==> src/rtl/alu_pkg.sv <==
// Shared definitions for the multi-cycle ALU: opcode map, status bit positions, FSM and iterator encodings.
// Op_MUL only has a function when ALU_MUL_EN is defined; otherwise 0_1010 is a reserved opcode.
package alu_pkg;

    localparam logic [4:0] Op_NOP  = 5'b0_0000;
    localparam logic [4:0] Op_ADD  = 5'b0_0001;
    localparam logic [4:0] Op_SUB  = 5'b0_0010;
    localparam logic [4:0] Op_AND  = 5'b0_0011;
    localparam logic [4:0] Op_OR   = 5'b0_0100;
    localparam logic [4:0] Op_NOT  = 5'b0_0101;
    localparam logic [4:0] Op_XOR  = 5'b0_0110;
    localparam logic [4:0] Op_SHL  = 5'b0_0111;
    localparam logic [4:0] Op_SHR  = 5'b0_1000;
    // VAL is consumed outside the ALU; here it completes like NOP.
    localparam logic [4:0] Op_VAL  = 5'b0_1001;
    localparam logic [4:0] OP_RES0 = 5'b0_1010;
    localparam logic [4:0] OP_RES1 = 5'b0_1011;
    localparam logic [4:0] OP_RES2 = 5'b0_1100;
    localparam logic [4:0] OP_RES3 = 5'b0_1101;
    localparam logic [4:0] OP_RES4 = 5'b0_1110;
    localparam logic [4:0] OP_RES5 = 5'b0_1111;
    localparam logic [4:0] Op_GOTO = 5'b1_0000;
    localparam logic [4:0] Op_IFEQ = 5'b1_0001;
    localparam logic [4:0] Op_IFNE = 5'b1_0010;
    localparam logic [4:0] Op_IFLT = 5'b1_0011;
    localparam logic [4:0] Op_IFGT = 5'b1_0100;
    localparam logic [4:0] Op_MUL  = 5'b0_1010;

    localparam int STAT_CARRY     = 0;
    localparam int STAT_UNDERFLOW = 1;
    localparam int STAT_ZERO      = 2;

    typedef enum logic [1:0] {
        ST_IDLE = 2'd0,
        ST_ITER = 2'd1,
        ST_DONE = 2'd2
    } alu_state_t;

    typedef enum logic [1:0] {
        IT_SHL = 2'd0,
        IT_SHR = 2'd1,
        IT_MUL = 2'd2
    } iter_mode_t;

endpackage

==> src/rtl/alu_iter_unit.sv <==
// Iterative datapath: one-bit-per-cycle SHL/SHR and, with ALU_MUL_EN, an unsigned shift-add multiplier.
// A down-counter runs the steps; done is high during the final step so the caller captures result/carry then.
module alu_iter_unit
    import alu_pkg::*;
#(
    parameter int DataWidth = 8,
    parameter int CntW      = 4
) (
    input  logic                 clock,
    input  logic                 reset_n,
    input  logic                 start,
    input  iter_mode_t           mode,
    input  logic [DataWidth-1:0] opa,
`ifdef ALU_MUL_EN
    input  logic [DataWidth-1:0] opb,
`endif
    input  logic [CntW-1:0]      count,
    output logic                 done,
    output logic [DataWidth-1:0] result,
    output logic                 carry
);

    logic [CntW-1:0]      cnt;
    iter_mode_t           mode_q;
    logic [DataWidth-1:0] lo_q, lo_d;
    logic                 cy_q, cy_d;
`ifdef ALU_MUL_EN
    logic [DataWidth-1:0] hi_q, hi_d, mcand_q, addend;
    logic [DataWidth:0]   sum;
`endif

    always_comb begin
        lo_d = lo_q;
        cy_d = cy_q;
`ifdef ALU_MUL_EN
        hi_d   = hi_q;
        addend = lo_q[0] ? mcand_q : '0;
        sum    = {1'b0, hi_q} + {1'b0, addend};
`endif
        case (mode_q)
            IT_SHL: begin
                lo_d = {lo_q[DataWidth-2:0], 1'b0};
                cy_d = lo_q[DataWidth-1];
            end
            IT_SHR: begin
                lo_d = {1'b0, lo_q[DataWidth-1:1]};
                cy_d = lo_q[0];
            end
`ifdef ALU_MUL_EN
            // Product accumulates in {hi,lo}; multiplier bits drain out of lo.
            IT_MUL: begin
                hi_d = sum[DataWidth:1];
                lo_d = {sum[0], lo_q[DataWidth-1:1]};
                cy_d = |sum[DataWidth:1];
            end
`endif
            default: ;
        endcase
    end

    always_ff @(posedge clock or negedge reset_n) begin
        if (!reset_n) begin
            cnt     <= '0;
            mode_q  <= IT_SHL;
            lo_q    <= '0;
            cy_q    <= 1'b0;
`ifdef ALU_MUL_EN
            hi_q    <= '0;
            mcand_q <= '0;
`endif
        end else if (start) begin
            cnt     <= count;
            mode_q  <= mode;
            lo_q    <= opa;
            cy_q    <= 1'b0;
`ifdef ALU_MUL_EN
            hi_q    <= '0;
            mcand_q <= opb;
`endif
        end else if (cnt != '0) begin
            cnt  <= cnt - CntW'(1);
            lo_q <= lo_d;
            cy_q <= cy_d;
`ifdef ALU_MUL_EN
            hi_q <= hi_d;
`endif
        end
    end

    assign done   = (cnt == CntW'(1));
    assign result = lo_d;
    assign carry  = cy_d;

endmodule

==> src/rtl/alu_multicycle.sv <==
// Registered ALU with valid/ready handshake; single-cycle ops resolve at accept, shifts (and MUL) iterate.
// Optional multiplier enabled by defining ALU_MUL_EN.
//
// state   | meaning
// --------+-------------------------------------------------------
// ST_IDLE | in_ready=1, waiting for in_valid
// ST_ITER | alu_iter_unit stepping a shift or multiply
// ST_DONE | out_valid=1, result/status held until out_ready
module alu_multicycle
    import alu_pkg::*;
#(
    parameter int DataWidth     = 8,
    parameter int NumOpCodeBits = 5,
    parameter int ParamBits     = 8,
    parameter int NumStatusBits = 3
) (
    input  logic                     clock,
    input  logic                     reset_n,
    input  logic                     in_valid,
    output logic                     in_ready,
    input  logic [NumOpCodeBits-1:0] opcode,
    input  logic [DataWidth-1:0]     operand1,
    input  logic [DataWidth-1:0]     operand2,
    input  logic [ParamBits-1:0]     param,
    output logic                     out_valid,
    input  logic                     out_ready,
    output logic [DataWidth-1:0]     result,
    output logic [NumStatusBits-1:0] status
);

    localparam int CntW = $clog2(DataWidth + 1);

    alu_state_t               state, state_nxt;
    logic [DataWidth-1:0]     result_nxt, iter_result;
    logic [NumStatusBits-1:0] status_nxt;
    logic [DataWidth:0]       sum;
    logic [CntW-1:0]          shamt, iter_count;
    logic                     iter_start, iter_done, iter_carry, zero_en;
    iter_mode_t               iter_mode;

    assign shamt = (32'(param) > DataWidth) ? CntW'(DataWidth) : CntW'(param);
    assign sum   = {1'b0, operand1} + {1'b0, operand2};

    alu_iter_unit #(.DataWidth(DataWidth), .CntW(CntW)) u_iter (
        .clock   (clock),
        .reset_n (reset_n),
        .start   (iter_start),
        .mode    (iter_mode),
        .opa     (operand1),
`ifdef ALU_MUL_EN
        .opb     (operand2),
`endif
        .count   (iter_count),
        .done    (iter_done),
        .result  (iter_result),
        .carry   (iter_carry)
    );

    always_comb begin
        state_nxt  = state;
        result_nxt = result;
        status_nxt = status;
        iter_start = 1'b0;
        iter_mode  = (opcode == Op_SHR) ? IT_SHR : IT_SHL;
        iter_count = shamt;
        zero_en    = 1'b0;
        case (state)
            ST_IDLE: if (in_valid) begin
                state_nxt  = ST_DONE;
                result_nxt = '0;
                status_nxt = '0;
                zero_en    = 1'b1;
                case (opcode)
                    Op_ADD: begin
                        result_nxt             = sum[DataWidth-1:0];
                        status_nxt[STAT_CARRY] = sum[DataWidth];
                    end
                    Op_SUB: begin
                        result_nxt                 = operand1 - operand2;
                        status_nxt[STAT_UNDERFLOW] = (operand2 > operand1);
                    end
                    Op_AND: result_nxt = operand1 & operand2;
                    Op_OR:  result_nxt = operand1 | operand2;
                    Op_XOR: result_nxt = operand1 ^ operand2;
                    Op_NOT: result_nxt = ~operand2;
                    Op_SHL, Op_SHR: begin
                        if (shamt == '0) begin
                            result_nxt = operand1;
                        end else begin
                            iter_start = 1'b1;
                            state_nxt  = ST_ITER;
                            result_nxt = result;
                            status_nxt = status;
                            zero_en    = 1'b0;
                        end
                    end
`ifdef ALU_MUL_EN
                    Op_MUL: begin
                        iter_start = 1'b1;
                        iter_mode  = IT_MUL;
                        iter_count = CntW'(DataWidth);
                        state_nxt  = ST_ITER;
                        result_nxt = result;
                        status_nxt = status;
                        zero_en    = 1'b0;
                    end
`endif
                    default: zero_en = 1'b0;
                endcase
            end
            ST_ITER: if (iter_done) begin
                state_nxt              = ST_DONE;
                result_nxt             = iter_result;
                status_nxt             = '0;
                status_nxt[STAT_CARRY] = iter_carry;
                zero_en                = 1'b1;
            end
            ST_DONE: if (out_ready) state_nxt = ST_IDLE;
            default: state_nxt = ST_IDLE;
        endcase
        if (zero_en) status_nxt[STAT_ZERO] = (result_nxt == '0);
    end

    always_ff @(posedge clock or negedge reset_n) begin
        if (!reset_n) begin
            state  <= ST_IDLE;
            result <= '0;
            status <= '0;
        end else begin
            state  <= state_nxt;
            result <= result_nxt;
            status <= status_nxt;
        end
    end

    assign in_ready  = (state == ST_IDLE);
    assign out_valid = (state == ST_DONE);

endmodule

==> config.mk <==
export PLATFORM = sky130hd
export DESIGN_NAME = alu_multicycle
export DESIGN_NICKNAME = d
export VERILOG_FILES = /design/src/rtl/alu_pkg.sv /design/src/rtl/alu_iter_unit.sv /design/src/rtl/alu_multicycle.sv
export SDC_FILE = /design/constraint.sdc
export NUM_CORES = 1
export LEC_CHECK = 0
export CAP_MARGIN = 5
export CELL_PAD_IN_SITES_DETAIL_PLACEMENT = 1
export CELL_PAD_IN_SITES_GLOBAL_PLACEMENT = 1
export CORE_MARGIN = 2
export CORE_UTILIZATION = 40
export CTS_BUF_LIST = sky130_fd_sc_hd__clkbuf_4 sky130_fd_sc_hd__clkbuf_8
export CTS_CLUSTER_SIZE = 30
export DETAILED_ROUTE_END_ITERATION = 8
export HOLD_SLACK_MARGIN = 0.05
export PLACE_DENSITY_LB_ADDON = 0.1
export SETUP_SLACK_MARGIN = 0.15
export SYNTH_ARGS = -nofsm -noshare
export SYNTH_HDL_FRONTEND = slang
export SYNTH_HIERARCHICAL = 1
export SYNTH_SLANG_ARGS = --single-unit
==> constraint.sdc <==
create_clock -name clock -period 7.8 [get_ports clock]
set_clock_uncertainty 0.2 [all_clocks]
set_input_delay 2.34 -clock clock [delete_from_list [all_inputs] [get_ports clock]]
set_output_delay 2.34 -clock clock [all_outputs]
set_load 0.005 [all_outputs]
# Yosys cells after proc, flatten, opt, wreduce, memory -nomap -nowiden

Cells that the tools add are included.

$add $sub $neg: 3
$lt $le $gt $ge: 2
Eq/ne operators: 19
Muxes and demuxes: 38
Bitwise operators: 4
Reduce and logical (&&, ||, !) cells: 13

Operators by type and width:

| cell                 | count |
|---|---|
| $pmux W8 S7          | 1 |
| $mux W8              | 5 |
| $pmux W8 S2          | 2 |
| $eq A5 B3 Y1 const B | 4 |
| $mux W1              | 12 |
| $mux W4              | 3 |
| $eq A5 B2 Y1 const B | 2 |
| $mux W2              | 5 |
| $pmux W1 S2          | 5 |
| $add A8 B8 Y9        | 1 |
| $mux W3              | 3 |
| $and A8 B8 Y8        | 1 |
| $gt A8 B4 Y1 const B | 1 |
| $gt A8 B8 Y1         | 1 |
| $logic_not A8 Y1     | 1 |
| $not A8 Y8           | 1 |
| $or A8 B8 Y8         | 1 |
| $reduce_and A4 Y1    | 2 |
| $sub A8 B8 Y8        | 1 |
| $xor A8 B8 Y8        | 1 |
| $ne A3 B3 Y1 const B | 2 |
| $pmux W2 S3          | 1 |
| $pmux W3 S2          | 1 |
| $reduce_or A6 Y1     | 1 |
| 17 further kinds     | 21 |

Register bits after elaboration: 28
Input port bits: 33
Output and inout port bits: 13
Logic and storage cells: 87

# Longest topological paths before layout

Gate-level depths: netlist (run 1).

Word-level depth: 9
Gate-level depth with buffers: 12
Mapped depth without buffers: 12

# Hierarchy

The synthesis (run 1) kept the hierarchy.

By module, submodules not included:

| module         | instances | cells each | area an instance (sq um) | sequential area each (sq um) |
|---|---|---|---|---|
| alu_multicycle | 1         | 292        | 2,193.4                  | 325.3 |
| alu_iter_unit  | 1         | 115        | 1,032.2                  | 375.4 |

# Worst setup path before layout (run 1)

OpenSTA, ideal clock, no wires.

Kind: input to register
Start point: input port operand2[4]
End point: register status[2]
Library setup time: 0.092 ns
Data arrival time: 4.560 ns
Data required time: 7.508 ns
Setup slack: 2.948 ns
Stages on the path: 11
Cell sequence: inv_1 -> ha_1 -> buf_4 -> inv_1 -> a221o_1 -> o21a_1 -> o21ai_0 -> a31oi_1 -> a221o_1 -> or4b_1 -> o31ai_2

Cells in the longest elaborated chain, start to end: 6
Elaborated cells on any way between the ends: 11

RTL lines:

| what                                                  | RTL line                                   | text |
|---|---|---|
| start: declaration                                    | alu_multicycle.sv:23                       | `input logic [DataWidth-1:0] operand2,` |
| $sub A8 B8 Y8 / $add A8 B8 Y9 (equally long branches) | alu_multicycle.sv:79, alu_multicycle.sv:42 |  |
| $pmux W8 S7 (*)                                       | alu_multicycle.sv:73                       | `case (opcode)` |
| $mux W8 (*)                                           | alu_multicycle.sv:68                       | `ST_IDLE: if (in_valid) begin` |
| $pmux W8 S2 (*)                                       | alu_multicycle.sv:67                       | `case (state)` |
| via result_nxt[5]                                     | alu_multicycle.sv:34                       | `logic [DataWidth-1:0] result_nxt, iter_result;` |
| $logic_not A8 Y1 (*)                                  | alu_multicycle.sv:121                      | `if (zero_en) status_nxt[STAT_ZERO] = (result_nxt == '0);` |
| $mux W1 (*)                                           | alu_multicycle.sv:121                      |  |
| end signal: assignment                                | alu_multicycle.sv:132                      | `status <= status_nxt;` |
| end: declaration                                      | alu_multicycle.sv:28                       | `output logic [NumStatusBits-1:0] status` |

Mark *: on every way through the listed nets, which the timed path passes. The rest lies on a longest branch.
A chain may end at the register's enable or synchronous reset.

# Worst setup path in the final report (run 1)

Start point: input port opcode[1]
End point: register status[2]

Cells in the longest elaborated chain, start to end: 7
Elaborated cells on any way between the ends: 26

RTL lines:

| what                                                | RTL line              | text |
|---|---|---|
| start: declaration                                  | alu_multicycle.sv:21  | `input logic [NumOpCodeBits-1:0] opcode,` |
| $eq A5 B4 Y1 / $eq A5 B3 Y1 (equally long branches) | alu_multicycle.sv:73  |  |
| $reduce_or A2 Y1                                    | alu_multicycle.sv:73  |  |
| $pmux W8 S7 (*)                                     | alu_multicycle.sv:73  |  |
| $mux W8 (*)                                         | alu_multicycle.sv:68  |  |
| $pmux W8 S2 (*)                                     | alu_multicycle.sv:67  |  |
| via result_nxt[0]                                   | alu_multicycle.sv:34  |  |
| $logic_not A8 Y1 (*)                                | alu_multicycle.sv:121 |  |
| $mux W1 (*)                                         | alu_multicycle.sv:121 |  |

Mark *: on every way through the listed nets, which the timed path passes. The rest lies on a longest branch. The select of a mux whose other input is x is not followed.

==> metrics.txt, run 1 <==
CTS tree done; DR vias/cell 5.94; first-pass GRT wire length 16,800 um; Worst Path Arrival 5.67 ns; cell taking the most area after synthesis dfrtp_1; Max Slew Vio Count 0; ys flop type dfrtp_1; shortest period the worst path allows 5.65 ns; PD cells 196 mW/mm2; Fin Setup TNS 0 ns; Layout area overhead 15.9%; largest net degree at the start of global routing 35; Final period util 0.725; Top delay family on crit path simple AND/OR/NAND/NOR gates; Site Rows 32; count of cell types in the netlist 68; Die H 93.8 um; CP Buf/Inv Count 1; Cell Area, Synth 0.00323 mm2; Reg2Reg Depth 10; Worst EP required 7.81 ns; Max FO, Critical Path 30; area post-placement 0.00368 mm2; synthesized area per cell 7.93 um2; core area 0.00777 mm2; Worst setup EP type flip-flop; crit-path max cell delay 0.96 ns; CP Class in -> reg; outcome completed; Worst-path clk slew 0.11 ns; CTS sink count 28; Mapped Nets 469; fill count 963; Leakage 0.00164 uW; number of DRC markers in iteration 0 157; DRC Markers 0; Synth Warn # 6; initial antenna violation count 0; Post-synth EDFFs 0; Root Buffer clkbuf_8; synth cell count leaders nand2_1, inv_1, a21oi_1; worst vdd ir 0.147 mV; GR Util All Layers 0.239; Worst-Margin Slew 1.05 ns; Post-CTS Resized 0; Max-cap violations 0; final setup violation count 0; share of cells above drive strength 1 0.0648; first drt pass iteration count 4; worst hold path stage count 2; critical path depth in cells 8; synth top area cells dfrtp_1, ha_1, a21oi_1, nand2_1, inv_1; Multi-input gate area 0.00225 mm2; Slew HR 0.298; Final HPWL DP 7890 um; I/O pin count 46; Initial Util 0.415; ANT cells 0; Synth async-reset ratio 1.00; post-CTS setup buffers 0; Fin. Hold Viols 0; most numerous cell in the Yosys netlist nand2_1; gr ovfl total 0; register area 701 um2; RSZ-0062 raised after global routing false; final instance area 0.00374 mm2; Final ANT Viol Nets 0; Hold Path Class reg -> reg; Setup crit start kind input pin; Worst-Skew Late Latency 0.29 ns; Die X-Extent 93.8 um; Post-Synthesis Cells 407; die area 0.00880 mm2; R2R Setup Slk 4.29 ns; Peak Freq 177 MHz; vias in the first global route 3,263; H-tree Lvls 1; DR WL/cell 18.9 um; Crit-path slowest cell clkdlybuf4s50_1; clk buf depth 2; DR vias 3,170; post-synthesis sequential area ratio 0.217; crit path cell chain clkdlybuf4s50_1 -> or4_4 -> nand2_1 -> or4_1 -> o21ai_1 -> a2111oi_2 -> or4b_1 -> o31ai_2; top cell type's share of synthesized area 0.217; Seq cells post-synth 28; Port Buffers 45; final net count 495; Routability Congestion 0.825; aggregate routed wire length 10,100 um; Num CTS Buffers 3; Hold Buf Count CTS 0
cell type report:
class / count / share of cell area
clock buffer: 4 / 0.0147
inverter: 37 / 0.0371
multi-input combinational: 316 / 0.602
sequential: 28 / 0.187
tap: 102 / 0.0341
timing repair buffer: 47 / 0.124
metal layers:
| layer | vias up | global-route usage | wire [um] |
|---|---|---|---|
| met4 | 0 | 0.0229 | 51 |
| met2 | 63 | 0.391 | 4650 |
| met5 | - | 0 | 0 |
| met1 | 1569 | 0.351 | 5070 |
| met3 | 6 | 0.0265 | 329 |
| li1 | 1532 | - | - |
stage by stage:
stage,cells,hold slack (ns),power (uW),util,setup WS (ns)
after floorplan,407,0.273,518,-,2.95
after global placement,530,0.279,623,0.474,1.95
after detailed placement,530,0.290,636,0.474,1.84
after CTS,534,0.318,734,0.481,2.17
after global routing,534,0.361,797,0.481,1.94
final,534,0.315,732,0.481,2.15
where the power goes:
| part | internal, uW | switching [uW] | leakage [uW] | total, uW |
|---|---|---|---|---|
| combinational | 183 | 208 | 0.00125 | 391 |
| sequential | 191 | 55.1 | 0.000356 | 246 |
| clock | 45.4 | 49.9 | 0.0000288 | 95.3 |
| total | 419 | 313 | 0.00164 | 732 |
worst min-delay path: cells and delay by family (launching register included):
family	cells	cell delay, ns
AND/OR/NAND/NOR	1	0.05
AO/OA/AOI/OAI	1	0.07
flip-flops	1	0.36
registers in the layout, indices dropped and copies added (netlist names):
signal and flops:
status 3, result 8, state 2, u_iter/cy_q 1
u_iter/cnt 4, u_iter/mode_q 2, u_iter/lo_q 8
cells in the final DEF (no fill, tap or decap), types with 6 or more instances in the layout:
master            n
a211o_1           7
a21o_1            8
a21oi_1          33
a22o_1            8
and2_1            6
clkdlybuf4s50_1  45
dfrtp_1          28
ha_1             27
inv_1            35
nand2_1          39
nand2b_1          6
nor2_1           25
nor2b_1           6
nor3_1           11
o21ai_0          20
o31a_1            8
o31ai_1           6
path summary, 6_finish.rpt:
check / from / to
worst max-delay path: opcode[1] / status[2]$_DFFE_PN0P_
worst max register to register: u_iter/cnt[1]$_DFFE_PN0P_ / status[2]$_DFFE_PN0P_
worst min register to register: status[1]$_DFFE_PN0P_ / status[1]$_DFFE_PN0P_
max in group asynchronous: reset_n / u_iter/lo_q[6]$_DFFE_PN0P_
min in group asynchronous: reset_n / result[3]$_DFF_PN0_
worst min-delay path: status[1]$_DFFE_PN0P_ / status[1]$_DFFE_PN0P_
kinds of logic after synthesis:
family	after synthesis	share of synthesized area
simple gates	121	0.194
fa+ha+maj	29	0.117
flops	28	0.217
buf+inv	63	0.0869
xor+xnor	5	0.0136
other cells	1	0.00116
compound gates	149	0.332
mux	11	0.0388
(Power assumes the default switching activity.)
==> run 2, diff against run 1 <==
CORE_UTILIZATION = 38   (was 40)
clock period = 4.9 ns   (was 7.8 ns; I/O delays follow)
==> metrics.txt, run 2 (same netlist as run 1, synthesis figures left out) <==
CP Class in -> reg; Leakage 0.00170 uW (+4.2%); Final WS setup 0.467 ns (-1.68 ns); GR Util met1 0.327 (-0.0239); Final ANT Viol Nets 0 (unchanged); DR vias 3,239 (+2.2%); first drt pass iteration count 4 (unchanged); Setup crit start kind input pin; final setup violation count 0 (unchanged); Final HPWL DP 7990 um (+1.4%); outcome completed; Hold Path Class reg -> reg; Critical Path Start operand1[0]; RSZ-0062 raised after global routing false; clk buf depth 2 (unchanged); Port Buffers 45 (unchanged); DR WL/cell 18.8 um (-0.79%); Worst R2R End status[2]$_DFFE_PN0P_; Routability Congestion 0.916 (+11%); register area 701 um2 (unchanged); post-CTS setup buffers 0 (unchanged); vias in the first global route 3,222 (-1.3%); most common cell after layout, fill and taps aside clkdlybuf4s50_1; commonest non-fill, non-tap cells in the layout clkdlybuf4s50_1, nand2_1, inv_1; worst vdd ir 0.244 mV (+66%); Fin Setup TNS 0 ns (unchanged); Worst-Margin Slew 1.03 ns (-0.0230 ns); Max Slew Vio Count 0 (unchanged); CP Buf/Inv Count 2 (+1); I/O pin count 46 (unchanged); Layout area overhead 19.7%; Slew HR 0.314 (+0.0160); first-pass GRT wire length 16,700 um (-0.54%); crit path cell chain clkdlybuf4s50_1 -> ha_1 -> inv_1 -> fa_1 -> nor2b_1 -> o31ai_1 -> a21oi_1 -> o22a_1 -> a21oi_1 -> o41a_1 -> or2_1 -> o31ai_2; number of DRC markers in iteration 0 173 (+10%); Max-cap violations 0 (unchanged); Initial Util 0.393 (-0.0227); Max FO, Critical Path 4 (-87%); Final period util 0.905; most used cell, CP a21oi_1; met2 track demand over resource 0.392 (+0.00129); DRC Markers 0 (unchanged); Post-CTS Resized 0 (unchanged); pre-CTS WS 0.217 ns (-1.62 ns); Worst-path clk slew 0.10 ns (about the same); R2R Setup Slk 1.33 ns (-2.96 ns); initial antenna violation count 0 (unchanged); FF-to-FF Start u_iter/cnt[1]$_DFFE_PN0P_; critical path depth in cells 12 (+4); grt peak-use layer met2; Reg2Reg Depth 10 (unchanged); Root Buffer clkbuf_8; share of cells above drive strength 1 0.0942 (+0.0294); core area 0.00822 mm2 (+5.8%); Fin. Hold Viols 0 (unchanged); Worst-Skew Late Latency 0.28 ns (about the same); Hold Buf Count CTS 0 (unchanged); crit-path max cell delay 0.57 ns (-0.39 ns); Worst EP required 4.90 ns (-2.91 ns); H-tree Lvls 1 (unchanged); DR vias/cell 5.88 (-0.98%); fill count 988 (+2.6%); Die H 96.1 um (+2.5%); Die X-Extent 96.1 um (+2.5%); Worst Path Arrival 4.43 ns (-1.24 ns); CTS sink count 28 (unchanged); Site Rows 33 (+3.1%); largest net degree at the start of global routing 37 (+5.7%); Worst setup EP type flip-flop; aggregate routed wire length 10,300 um (+2.4%); top flop regs result (8), u_iter/lo_q (8), u_iter/cnt (4); global-route track usage on met3 0.0235 (-0.00299); shortest period the worst path allows 4.43 ns; Crit-path slowest cell clkdlybuf4s50_1; ANT cells 0 (unchanged); CTS tree done; crit path to status[2]$_DFFE_PN0P_; PD cells 304 mW/mm2 (+55%); Top delay family on crit path compound AO/OA/AOI/OAI gates; Num CTS Buffers 3 (unchanged); Multi-input gate area 0.00225 mm2 (unchanged); final net count 509 (+2.8%); die area 0.00924 mm2 (+5.0%); gr ovfl total 0 (unchanged); GR Util All Layers 0.231 (-0.00790); Peak Freq 226 MHz
## run 2: changes by cell type in the layout (fill, tap and decap cells not counted)
cell and delta:
buf_12 +1, buf_4 +13
## run 2: cell type report
type	count	area share
Multi-Input combinational cell	316	0.583
Sequential cell	28	0.182
Timing Repair Buffer	61	0.151
Inverter	37	0.0360
Tap cell	105	0.0340
Clock buffer	4	0.0143
## run 2: stage by stage
stage | hold slack (ns) | cell area (um2) | instances | util | power (uW)
global route | 0.345 | 3860 | 551 | 0.470 | 1270
finish | 0.304 | 3860 | 551 | 0.470 | 1170
CTS | 0.312 | 3860 | 551 | 0.470 | 1180
global placement | 0.277 | 3800 | 547 | 0.463 | 1000
floorplan | 0.273 | 3230 | 407 | - | 825
detailed placement | 0.285 | 3800 | 547 | 0.463 | 1020
## run 2: tightest hold or removal path, cell delays in order, from the launching register on
cell	delay, ns
dfrtp_1	0.36
nand2_1	0.05
o21ai_0	0.06
## run 2: worst min-delay path by stage
stage | slack [ns] | cells after the start | to | from
finish | 0.30 | 2 | status[1]$_DFFE_PN0P_ | status[1]$_DFFE_PN0P_
global route | 0.34 | 2 | status[1]$_DFFE_PN0P_ | status[1]$_DFFE_PN0P_
CTS | 0.31 | 2 | status[1]$_DFFE_PN0P_ | status[1]$_DFFE_PN0P_
detailed placement | 0.28 | 2 | status[1]$_DFFE_PN0P_ | status[1]$_DFFE_PN0P_
global placement | 0.28 | 2 | status[1]$_DFFE_PN0P_ | status[1]$_DFFE_PN0P_
floorplan | 0.27 | 2 | status[0]$_DFFE_PN0P_ | status[0]$_DFFE_PN0P_
## run 2: power by group
| part | switching (uW) | internal (uW) | total [uW] |
|---|---|---|---|
| registers | 90.4 | 304 | 394 |
| clock network | 78.7 | 72.2 | 151 |
| logic | 329 | 299 | 628 |
## run 2: routing by layer
metal  wire [um]  vias up
met5           0        -
li1            -     1559
met3         359        4
met1        5040     1612
met4          38        0
met2        4910       64
